==> src/rtl/mem_cmd_sequencer.sv <==
// -----------------------------------------------------------------------------
// mem_cmd_sequencer
//
// Command front-end for the combined ROM + bitwise-RAM memory system. Write
// and read commands are queued in a small FIFO and issued one at a time. A
// write drives one RAM-update cycle (data OP ROM[addr]) followed by a
// read-back cycle, so every command returns the value actually held in RAM
// on a valid/ready response port.
//
// Ports
//   CLK, RST            rising-edge clock, asynchronous active-high reset
//   cmdValid/cmdReady   command handshake (cmdReady = FIFO not full)
//   cmdMode             0 = write (bitwise op with ROM), 1 = read
//   cmdAddr/Op/Data     command address, operation, write operand
//   memMode/Addr/Op/    registered drive to the memory system
//   memDataIn
//   memDataOut          memory system output, sampled at the end of READ
//   rspValid/rspReady   response handshake
//   rspAddr/rspData     address and captured data of the finished command
//   doneCount           completed writes, wraps 255 -> 0
// -----------------------------------------------------------------------------
module mem_cmd_sequencer #(
  parameter int DEPTH = 4
) (
  input  logic       CLK,
  input  logic       RST,
  input  logic       cmdValid,
  output logic       cmdReady,
  input  logic       cmdMode,
  input  logic [2:0] cmdAddr,
  input  logic [1:0] cmdOp,
  input  logic [7:0] cmdData,
  output logic       memMode,
  output logic [2:0] memAddr,
  output logic [1:0] memOp,
  output logic [7:0] memDataIn,
  input  logic [7:0] memDataOut,
  output logic       rspValid,
  input  logic       rspReady,
  output logic [2:0] rspAddr,
  output logic [7:0] rspData,
  output logic [7:0] doneCount
);

  localparam int             PW       = $clog2(DEPTH);
  localparam logic [PW-1:0]  PTR_ONE  = PW'(1);
  localparam logic [PW:0]    CNT_ONE  = (PW+1)'(1);
  localparam logic [PW:0]    CNT_FULL = (PW+1)'(DEPTH);

  typedef struct packed {
    logic       mode;
    logic [2:0] addr;
    logic [1:0] op;
    logic [7:0] data;
  } cmd_t;

  typedef enum logic [1:0] {IDLE, WRITE, READ, RESP} state_t;

  // FIFO
  cmd_t          fifo_q [DEPTH];
  logic [PW-1:0] wr_ptr_q, rd_ptr_q;
  logic [PW:0]   count_q;
  cmd_t          cmd_in, head;
  logic          push, pop;

  // FSM and output registers
  state_t      state_q, state_d;
  logic        mem_mode_q;
  logic [2:0]  mem_addr_q;
  logic [1:0]  mem_op_q;
  logic [7:0]  mem_data_q;
  logic        from_write_q;
  logic        rsp_valid_q;
  logic [2:0]  rsp_addr_q;
  logic [7:0]  rsp_data_q;
  logic [7:0]  done_q;

  assign cmdReady = (count_q != CNT_FULL);
  assign push     = cmdValid && cmdReady;
  assign cmd_in   = {cmdMode, cmdAddr, cmdOp, cmdData};
  assign head     = fifo_q[rd_ptr_q];

  // NOTE: FIFO storage has no reset; an entry is only read after the pointer
  // logic (which is reset) says it was written, so clearing it buys nothing.
  always_ff @(posedge CLK) begin
    if (push) fifo_q[wr_ptr_q] <= cmd_in;
  end

  // NOTE: every signal assigned here gets a default first, so no path can
  // leave one unassigned and infer a latch.
  always_comb begin
    state_d = state_q;
    pop     = 1'b0;
    unique case (state_q)
      IDLE: begin
        if (count_q != '0) begin
          pop     = 1'b1;
          state_d = head.mode ? READ : WRITE;
        end
      end
      WRITE:   state_d = READ;
      READ:    state_d = RESP;
      RESP:    if (rspReady) state_d = IDLE;
      default: state_d = IDLE;
    endcase
  end

  // NOTE: state is updated with non-blocking assignments so every register
  // sees the pre-edge values of the others regardless of statement order.
  always_ff @(posedge CLK or posedge RST) begin
    if (RST) begin
      state_q      <= IDLE;
      wr_ptr_q     <= '0;
      rd_ptr_q     <= '0;
      count_q      <= '0;
      mem_mode_q   <= 1'b1;
      mem_addr_q   <= '0;
      mem_op_q     <= '0;
      mem_data_q   <= '0;
      from_write_q <= 1'b0;
      rsp_valid_q  <= 1'b0;
      rsp_addr_q   <= '0;
      rsp_data_q   <= '0;
      done_q       <= '0;
    end else begin
      state_q <= state_d;

      if (push) wr_ptr_q <= wr_ptr_q + PTR_ONE;
      if (pop)  rd_ptr_q <= rd_ptr_q + PTR_ONE;
      if (push && !pop)      count_q <= count_q + CNT_ONE;
      else if (!push && pop) count_q <= count_q - CNT_ONE;

      // Outputs are registered from the next state so they line up with it.
      mem_mode_q  <= (state_d != WRITE);
      rsp_valid_q <= (state_d == RESP);

      // The mem address/op/data registers double as the command register.
      // Reads leave op/data untouched since the memory ignores them.
      if (pop) begin
        mem_addr_q   <= head.addr;
        from_write_q <= !head.mode;
        if (!head.mode) begin
          mem_op_q   <= head.op;
          mem_data_q <= head.data;
        end
      end

      if (state_q == READ) begin
        rsp_data_q <= memDataOut;
        rsp_addr_q <= mem_addr_q;
        if (from_write_q) done_q <= done_q + 8'd1;
      end
    end
  end

  assign memMode   = mem_mode_q;
  assign memAddr   = mem_addr_q;
  assign memOp     = mem_op_q;
  assign memDataIn = mem_data_q;
  assign rspValid  = rsp_valid_q;
  assign rspAddr   = rsp_addr_q;
  assign rspData   = rsp_data_q;
  assign doneCount = done_q;

endmodule
==> config.mk <==
export PLATFORM = sky130hd
export DESIGN_NAME = mem_cmd_sequencer
export DESIGN_NICKNAME = d
export VERILOG_FILES = /design/src/rtl/mem_cmd_sequencer.sv
export SDC_FILE = /design/constraint.sdc
export NUM_CORES = 1
export LEC_CHECK = 0
export CAP_MARGIN = 20
export CORE_ASPECT_RATIO = 0.8
export CORE_MARGIN = 2
export CORE_UTILIZATION = 48
export DETAILED_ROUTE_END_ITERATION = 10
export GPL_ROUTABILITY_DRIVEN = 0
export GPL_TIMING_DRIVEN = 0
export PLACE_DENSITY_LB_ADDON = 0.3
export SLEW_MARGIN = 20
export SYNTH_ARGS = -nofsm -noshare
export SYNTH_HDL_FRONTEND = slang
export SYNTH_SLANG_ARGS = --single-unit
==> constraint.sdc <==
create_clock -name CLK -period 2.4 [get_ports CLK]
set_clock_uncertainty 0.15 [all_clocks]
set_input_delay 0.48 -clock CLK [delete_from_list [all_inputs] [get_ports CLK]]
set_output_delay 0.48 -clock CLK [all_outputs]
set_load 0.01 [all_outputs]
=== After elaboration in Yosys (flattened, before gate mapping) ===
Memories as Yosys holds them, arrays and structs flattened.
Cells that the tools add are included.

* Flip-flop bits (word level): 44
* Latch bits: 0
* Memory bits (writable): 56
* Memory bits (read-only): 0
* Input port bits: 26
* Memories: 1

{| class="wikitable"
|+ Memories
! memory !! depth !! width !! read ports !! clocked after Yosys merged registers in !! write ports !! RTL line !! RTL
|-
| fifo_q || 4 || 14 || 1 || 0 || 1 || 60 || <nowiki>cmd_t fifo_q [DEPTH];</nowiki>
|}

* $add $sub $neg: 5
* Multipliers: 0
* Divide/modulo/power cells: 0
* Order comparisons: 0
* Equality and inequality tests: 6
* Shift-type cells: 0
* Muxes and demuxes: 10
* Bitwise gates (word level): 1
* Reduce and logical (&&, ||, !) cells: 11

{| class="wikitable"
|+ Operators with widths
! cell !! number
|-
| adder 8 x 1 -> 8 bit (second input constant) || 1
|-
| case mux 2 bit (4 select lines) || 1
|-
| equality test 2 bit (second input constant) || 3
|-
| 2-to-1 mux 2 bit || 3
|-
| 2-to-1 mux 3 bit || 2
|-
| adder 2 x 1 -> 2 bit (second input constant) || 2
|-
| 2-to-1 mux 1 bit || 4
|-
| AND reduction 2 bit || 2
|-
| adder 3 x 1 -> 3 bit (second input constant) || 1
|-
| logical AND 1 bit || 3
|-
| logical NOT 1 bit || 3
|-
| inequality test 3 bit (second input constant) || 1
|-
| nonzero test 3 bit || 1
|-
| subtractor 3 x 1 -> 3 bit (second input constant) || 1
|-
| equality test 2 x 1 -> 1 bit (second input constant) || 1
|-
| logical NOT 2 bit || 1
|-
| inequality test 2 x 1 -> 1 bit (second input constant) || 1
|-
| nonzero test 2 bit || 1
|-
| NOT 1 bit || 1
|}

=== Depth between registers and ports, before layout ===
Gate-level depths: netlist of the first run.

* Depth after elaboration: 6
* Gate-level depth with buffers: 9
* Depth with buffers taken out: 9

=== Worst setup path before layout of the first run ===
Ideal clock, no wire load.

* Path kind: reg-to-reg
* From: register count_q[0]
* To: register count_q[1]
* Setup time: 0.125 ns
* Data arrival time: 1.998 ns
* Required time: 2.125 ns
* Slack: 0.127 ns
* Stages on the path, launching flop included: 8
* Buffers on the path: 0
* Clock period less this slack: 2.273 ns
* Cell sequence: dfrtp_1 nor3_1 nor3_1 inv_1 ha_1 inv_1 fa_1 mux2_2

* Cells in the longest elaborated chain, start to end: 6

{| class="wikitable"
|+ Ends and longest elaborated chain
! item !! RTL line !! RTL
|-
| start: declaration || 62 || <nowiki>logic [PW:0] count_q;</nowiki>
|-
| start signal: assignment || 130 || <nowiki>if (push && !pop) count_q <= count_q + CNT_ONE;</nowiki>
|-
| start signal: assignment || 131 || <nowiki>else if (!push && pop) count_q <= count_q - CNT_ONE;</nowiki>
|-
| parallel branches: the longest is 6 deep, another holds subtractor 3 x 1 -> 3 bit || - ||
|}

Several ways; the timed one is not identified. The select of a mux whose other input is x is not followed.
A chain may end at the register's enable or synchronous reset.

=== Worst setup path in the final report of the first run ===
* From: register count_q[0]
* To: register count_q[2]

The elaborated chain is that of the path after synthesis.

==> results of run 1 <==
-- metrics by stage --
stage               worst slack (ns)  utilization [%]  instance area, sq um  hold WS, ns
floorplan                      0.127                -                  3880        0.345
global placement              -0.298             58.6                  4620        0.305
detailed placement            -0.323             58.9                  4640        0.308
CTS                           0.0374             61.5                  4850        0.231
global route                  0.0102             61.7                  4860        0.245
finish                         0.115             61.7                  4860        0.235
-- layout by cell type (no fill, tap or decap), types with 6 or more instances in the layout --
cell	netlist	layout
clkdlybuf4s50_1	0	60
clkbuf_8	0	10
xor2_1	8	8
mux4_2	10	10
edfxtp_1	56	56
mux2_2	27	27
dfrtp_1	43	43
ha_1	6	6
-- cells by family (layout without fill, tap and decap cells) --
kind of cell / after synthesis / after routing / share of synthesized area [%]
and+or+nand+nor: 29 / 29 / 4.32
AOI/OAI and AO/OA: 4 / 4 / 0.710
DFF: 100 / 100 / 71.8
buffers and inverters: 11 / 88 / 1.48
adders and majority gates: 7 / 7 / 2.45
muxes: 41 / 41 / 16.3
xor gates and xnor gates: 13 / 13 / 2.93
-- layout make-up --
cell class	count	area [sq um]	area share [%]
timing repair buffer	61	621	12.8
sequential	100	2780	57.3
tap	108	135	2.78
inverter	6	22.5	0.464
clock inverter	5	58.8	1.21
multi-input combinational	94	1060	21.8
clock buffer	11	141	2.91
buffer	5	35.0	0.721
-- per-layer routing --
metal  global-route usage [%]  share of wire [%]  up-vias
met5                        0                  0        -
met1                     22.8                 48     1014
li1                         -                  -      912
met3                     5.12                3.4        5
met4                     4.42                1.0        0
met2                     24.6                 48       40
-- sequential cells by signal, summed over array words and instances, names as in the netlist, 2 cells and up --
name       flops
fifo_q        56
doneCount      8
memDataIn      8
rspData        8
count_q        3
memAddr        3
rspAddr        3
memOp          2
rd_ptr_q       2
state_q        2
wr_ptr_q       2
-- final timing paths --
kind                         startpoint      endpoint
max                          count_q[0]    count_q[2]
min                                 RST  memDataIn[1]
max reg2reg                  count_q[0]    count_q[2]
min reg2reg                doneCount[7]  doneCount[7]
max in group asynchronous           RST   wr_ptr_q[1]
min in group CLK           doneCount[7]  doneCount[7]
-- repair_timing --
item | in CTS | in global routing
buffers inserted | 0 | 0
setup endpoints to repair | 2 | 30
pin swaps | 0 | 0
gates resized for setup | 2 | 2
-- power groups by stage --
stage,registers (mW),logic [mW],clock network [mW]
global placement,2.74,2.06,0
global route,2.81,2.26,1.17
CTS,2.73,2.12,1.10
detailed placement,2.76,2.11,0
finish,2.74,2.09,1.07
floorplan,2.81,1.15,0
==> results by group, run 1 <==
Run status
  – Status: finished clean

Worst setup path
  – Max stage delay cell, worst path: dfrtp_1
  – Worst path top cell family by delay: simple AND/OR/NAND/NOR gates
  – Critical path fanouts, max: 6
  – Worst Path Arrival: 2.41 ns
  – CP required: 2.52 ns
  – Worst r2r path cells: 9
  – Worst setup EP type: flop
  – Reg2reg setup slack: around 0.11 ns
  – Setup crit start kind: flop
  – Worst path bufs/invs: 2
  – Max incr delay on CP: between 0.4 and 0.5 ns
  – Cell depth of the worst setup path: 9
  – Setup CP Type: flop to flop
  – Crit-path cells: nor3_2 -> nor3_4 -> inv_1 -> ha_1 -> inv_1 -> fa_1 -> xor2_1 -> nor2_1 -> xor2_1

Clock tree
  – Clk root buf: clkbuf_8
  – Clock transition at the registers of the reported paths: around 0.09 ns
  – # hold bufs at CTS: 0
  – CTS tree: built
  – Clock Sink Count: 100
  – Number of CTS-inserted buffers: 9
  – Longest Clk Path Bufs: 2
  – Clk Latency, worst-skew pair: 0.35 ns
  – CTS H-tree lvls: 3

Timing
  – Final Hold Fails: 0
  – F_max: 0.438 GHz
  – Unrepaired setup endpoints after global routing: no
  – Worst Tran Pin Value: 0.752 ns
  – Crit share post-route: a little over nine tenths
  – Minimum clock period: around 2.3 ns
  – Setup_tns: 0 ns
  – Setup Viol. Count Final: 0
  – Slew Viols, Final: 0
  – Slew headroom: between 40% and 50%

Route
  – Final ANT Viol Nets: 0
  – Via density: 5.05
  – Drt drc: 0
  – Via count: a little under 2,000
  – Final wirelength: 6.43 mm
  – Detailed Route Iter0 Violations: 100
  – Avg WL per Cell: approximately 16 um
  – DRT Pass-1 Iters: 4

Finish
  – Inserted Diodes: 0
  – Final #Nets: 310
  – Share of layout cells above drive strength 1: 22.0%
  – Non-Filler Instances: 390
  – FILL cells: roughly 600
  – Area delta synth->final: 25.2%

GRT
  – Remaining global-route overflow: 0
  – Global Route Usage Sum: 16.1%
  – Vias in the first global route: 2,088
  – First-pass GRT wire length: 10.8 mm
  – Largest net degree at the start of global routing: 34
  – Initial antenna violation count: 0

Power
  – Static leakage power: 1.81 nW
  – Clock power frac: 18.1%
  – Max VDD drop: 0.628 mV
  – Register share of total power: 46.5%
  – PD cells: 1210 nW/um^2
  – Gate power share: between 30% and 40%
  – Switch Pwr: 1.77 mW
  – Power consumption: 5.89 mW
  – Switching share of power: between 30% and 40%
  – Pint: 4.12 mW

Synthesis
  – Register area share after synthesis: a little under three quarters
  – FF+latch count, synth: 100
  – Most used DFF post-synth: edfxtp_1
  – Post-Syn Instances: a little over 200
  – Ys async rst share: 44.0%
  – Synthesized area: 3880 sq um
  – Commonest cells post-synth: 56 x edfxtp_1, 43 x dfrtp_1, 27 x mux2_2, 10 x mux4_2, 8 x xor2_1
  – Area leader, netlist: edfxtp_1
  – Number of flops mapped to enable cells by yosys: 56
  – Synth cell types: 33
  – Post-Syn Nets: 238
  – Synth top area cells: edfxtp_1 43%, dfrtp_1 28%, mux2_2 7.8%, mux4_2 5.8%, mux4_1 2.7%
  – Most frequent cell after synthesis: edfxtp_1
  – Syn Area/Cell: 18.9 sq um
  – Share of the synthesized area in the top cell type: a little over two fifths
  – Warnings, synthesis: 0

Floorplanning
  – Die H: about 84 um
  – Starting density of the core: 49.3%
  – Chip width: between 100 and 150 um
  – Top Ports: around 60
  – Rows: 29
  – Die Area: roughly 8800 sq um
  – Core ar.: 7870 sq um

Flow run
  – Max-cap violations: 0

Worst hold path
  – Worst hold path class: input port to async pin

Placed design
  – Placed cell count: between 300 and 400
  – DP Wirelength: 4.31 mm
  – PortBufs: 60
Power figures use the tool's default switching activity.
==> run 2, diff against run 1 <==
--- a/config.mk
+++ b/config.mk
@@ -6,14 +6,12 @@
 export NUM_CORES = 1
 export LEC_CHECK = 0
 export CAP_MARGIN = 20
-export CORE_ASPECT_RATIO = 0.8
-export CORE_MARGIN = 2
+export CORE_ASPECT_RATIO = 1.1
 export CORE_UTILIZATION = 48
 export DETAILED_ROUTE_END_ITERATION = 10
 export GPL_ROUTABILITY_DRIVEN = 0
 export GPL_TIMING_DRIVEN = 0
 export PLACE_DENSITY_LB_ADDON = 0.3
-export SLEW_MARGIN = 20
 export SYNTH_ARGS = -nofsm -noshare
 export SYNTH_HDL_FRONTEND = slang
 export SYNTH_SLANG_ARGS = --single-unit
==> results by group, run 2 (synthesis results as in run 1) <==
Run status
  – Status: finished clean

Floorplanning
  – Chip width: 87.7 um
  – Starting density of the core: 49.3%
  – Core ar.: 7870 sq um
  – Top Ports: 61
  – Die Area: 8450 sq um
  – Rows: 34
  – Die H: 96.3 um

Timing
  – Hold WS: between 0.2 and 0.3 ns
  – Crit share post-route: 97.3%
  – Slew Viols, Final: 0
  – Slew headroom: 47.9%
  – Setup Viol. Count Final: 0
  – Setup WS post-layout: 0.0640 ns
  – Minimum clock period: 2.34 ns
  – Final Hold Fails: 0
  – Worst Tran Pin Value: 0.782 ns
  – F_max: about 0.43 GHz
  – Unrepaired setup endpoints after global routing: yes

Finish
  – Area delta synth->final: 24.5%
  – Commonest non-fill, non-tap cell in the layout: clkdlybuf4s50_1
  – Layout Utilization: 61.4%
  – FILL cells: 606
  – Most frequent cells in the layout: 60 x clkdlybuf4s50_1, 56 x edfxtp_1, 43 x dfrtp_1, 27 x mux2_2, 10 x mux4_2
  – Fin area: ~4800 sq um
  – Share of layout cells above drive strength 1: 21.3%
  – Register area: 2780 sq um
  – Final #Nets: 310
  – Biggest register: fifo_q
  – Multi-input logic area: between 1000 and 1500 sq um
  – Max reg flops: 56
  – Inserted Diodes: 0
  – Non-Filler Instances: 390

Power
  – PD cells: ~1200 nW/um^2
  – Max VDD drop: 0.516 mV
  – Static leakage power: 1.80 nW

Worst setup path
  – FF-to-FF Start: count_q[0]
  – Critical path fanouts, max: 6
  – Setup CP Type: flop to flop
  – Worst r2r path cells: 7
  – Worst Path Arrival: 2.44 ns
  – Setup crit start kind: flop
  – Worst setup EP type: flop
  – Reg2reg setup slack: 0.06 ns
  – CP required: 2.50 ns
  – Reg2Reg Capture Point: count_q[1]

Placed design
  – PortBufs: 60
  – DP Wirelength: between 4 and 5 mm
  – Pre-CTS setup slack: -0.403 ns
  – Post-Place Cell Area: approximately 4600 sq um
  – Placed cell count: 374

Clock tree
  – CTS tree: built
  – Number of CTS-inserted buffers: 9
  – CTS H-tree lvls: 3
  – Clock transition at the registers of the reported paths: 0.09 ns
  – Clk Latency, worst-skew pair: 0.36 ns
  – Clock Sink Count: 100
  – Longest Clk Path Bufs: 2
  – Clk root buf: clkbuf_8

Route
  – Via count: between 1,500 and 2,000
  – Detailed Route Iter0 Violations: 51
  – Final ANT Viol Nets: 0
  – Via density: 5.09
  – Avg WL per Cell: 16.6 um
  – Final wirelength: 6.49 mm
  – Drt drc: 0
  – DRT Pass-1 Iters: 4

GRT
  – Largest net degree at the start of global routing: 28
  – Vias in the first global route: 2,032
  – Global Route Usage Sum: 17.2%
  – Remaining global-route overflow: 0
  – First-pass GRT wire length: 10.2 mm
  – Initial antenna violation count: 0

Flow run
  – Max-cap violations: 0

Worst hold path
  – Worst hold path class: input port to async pin
## run 2: changes by cell type in the layout (fill, tap and decap cells not counted), sizes merged
| cell | change |
|---|---|
| clkinv | +3 |
| clkbuf | -1 |
| clkinvlp | -1 |
| inv | -1 |
## run 2: final cells by class
type	instances	share of cell area [%]
plain buffers	5	0.725
clock buffers	10	2.64
clock inverters	6	1.14
inverters	6	0.466
multi-input cells	94	21.8
flip-flops and latches	100	57.6
well taps	108	2.80
repair buffers	61	12.8
## run 2: power by group
group / switching (mW) / internal (mW)
clock: 0.532 / 0.472
sequential: 0.338 / 2.39
combinational: 0.864 / 1.22
total: 1.73 / 4.08
## run 2: repair_timing
action                                  CTS  global route
setup buffers                             0             0
hold buffers                              0             0
gates resized for setup                   3             0
endpoints found under the setup margin    2             2
## run 2: critical path, cell delays in order (launching register included)
cell	delay (ns)
dfrtp_1	0.47
nor3_2	0.11
nor3_2	0.43
inv_1	0.10
ha_1	0.23
inv_1	0.07
fa_1	0.40
mux2_2	0.26
## run 2: per-stage QoR
step / total power [mW] / setup TNS [ns]
finish: 5.82 / 0
global route: 6.16 / -0.103
CTS: 5.90 / 0
detailed placement: 4.88 / -15.59
global placement: 4.80 / -25.84
floorplan: 3.96 / 0
## run 2: worst max path at each step
stage                           from          to  slack, ns  depth (start not counted)
after global placement      cmdValid  count_q[2]      -0.34                          8
after global routing      count_q[0]  count_q[1]      -0.06                          7
final                     count_q[0]  count_q[1]       0.06                          7
after CTS                 state_q[0]  count_q[1]       0.08                          6
after floorplan           count_q[0]  count_q[1]       0.13                          7
after detailed placement    cmdValid  count_q[2]      -0.40                          8
## run 2: per-layer routing
| layer | up-vias | wire length, um | global-route usage, % | part of all wire [%] |
|---|---|---|---|---|
| met5 | - | 0 | 0 | 0 |
| met4 | 0 | 115 | 8.61 | 1.8 |
| met3 | 9 | 269 | 3.69 | 4.1 |
| met2 | 56 | 3490 | 30.4 | 54 |
| met1 | 1006 | 2610 | 19.9 | 40 |
| li1 | 915 | - | - | - |
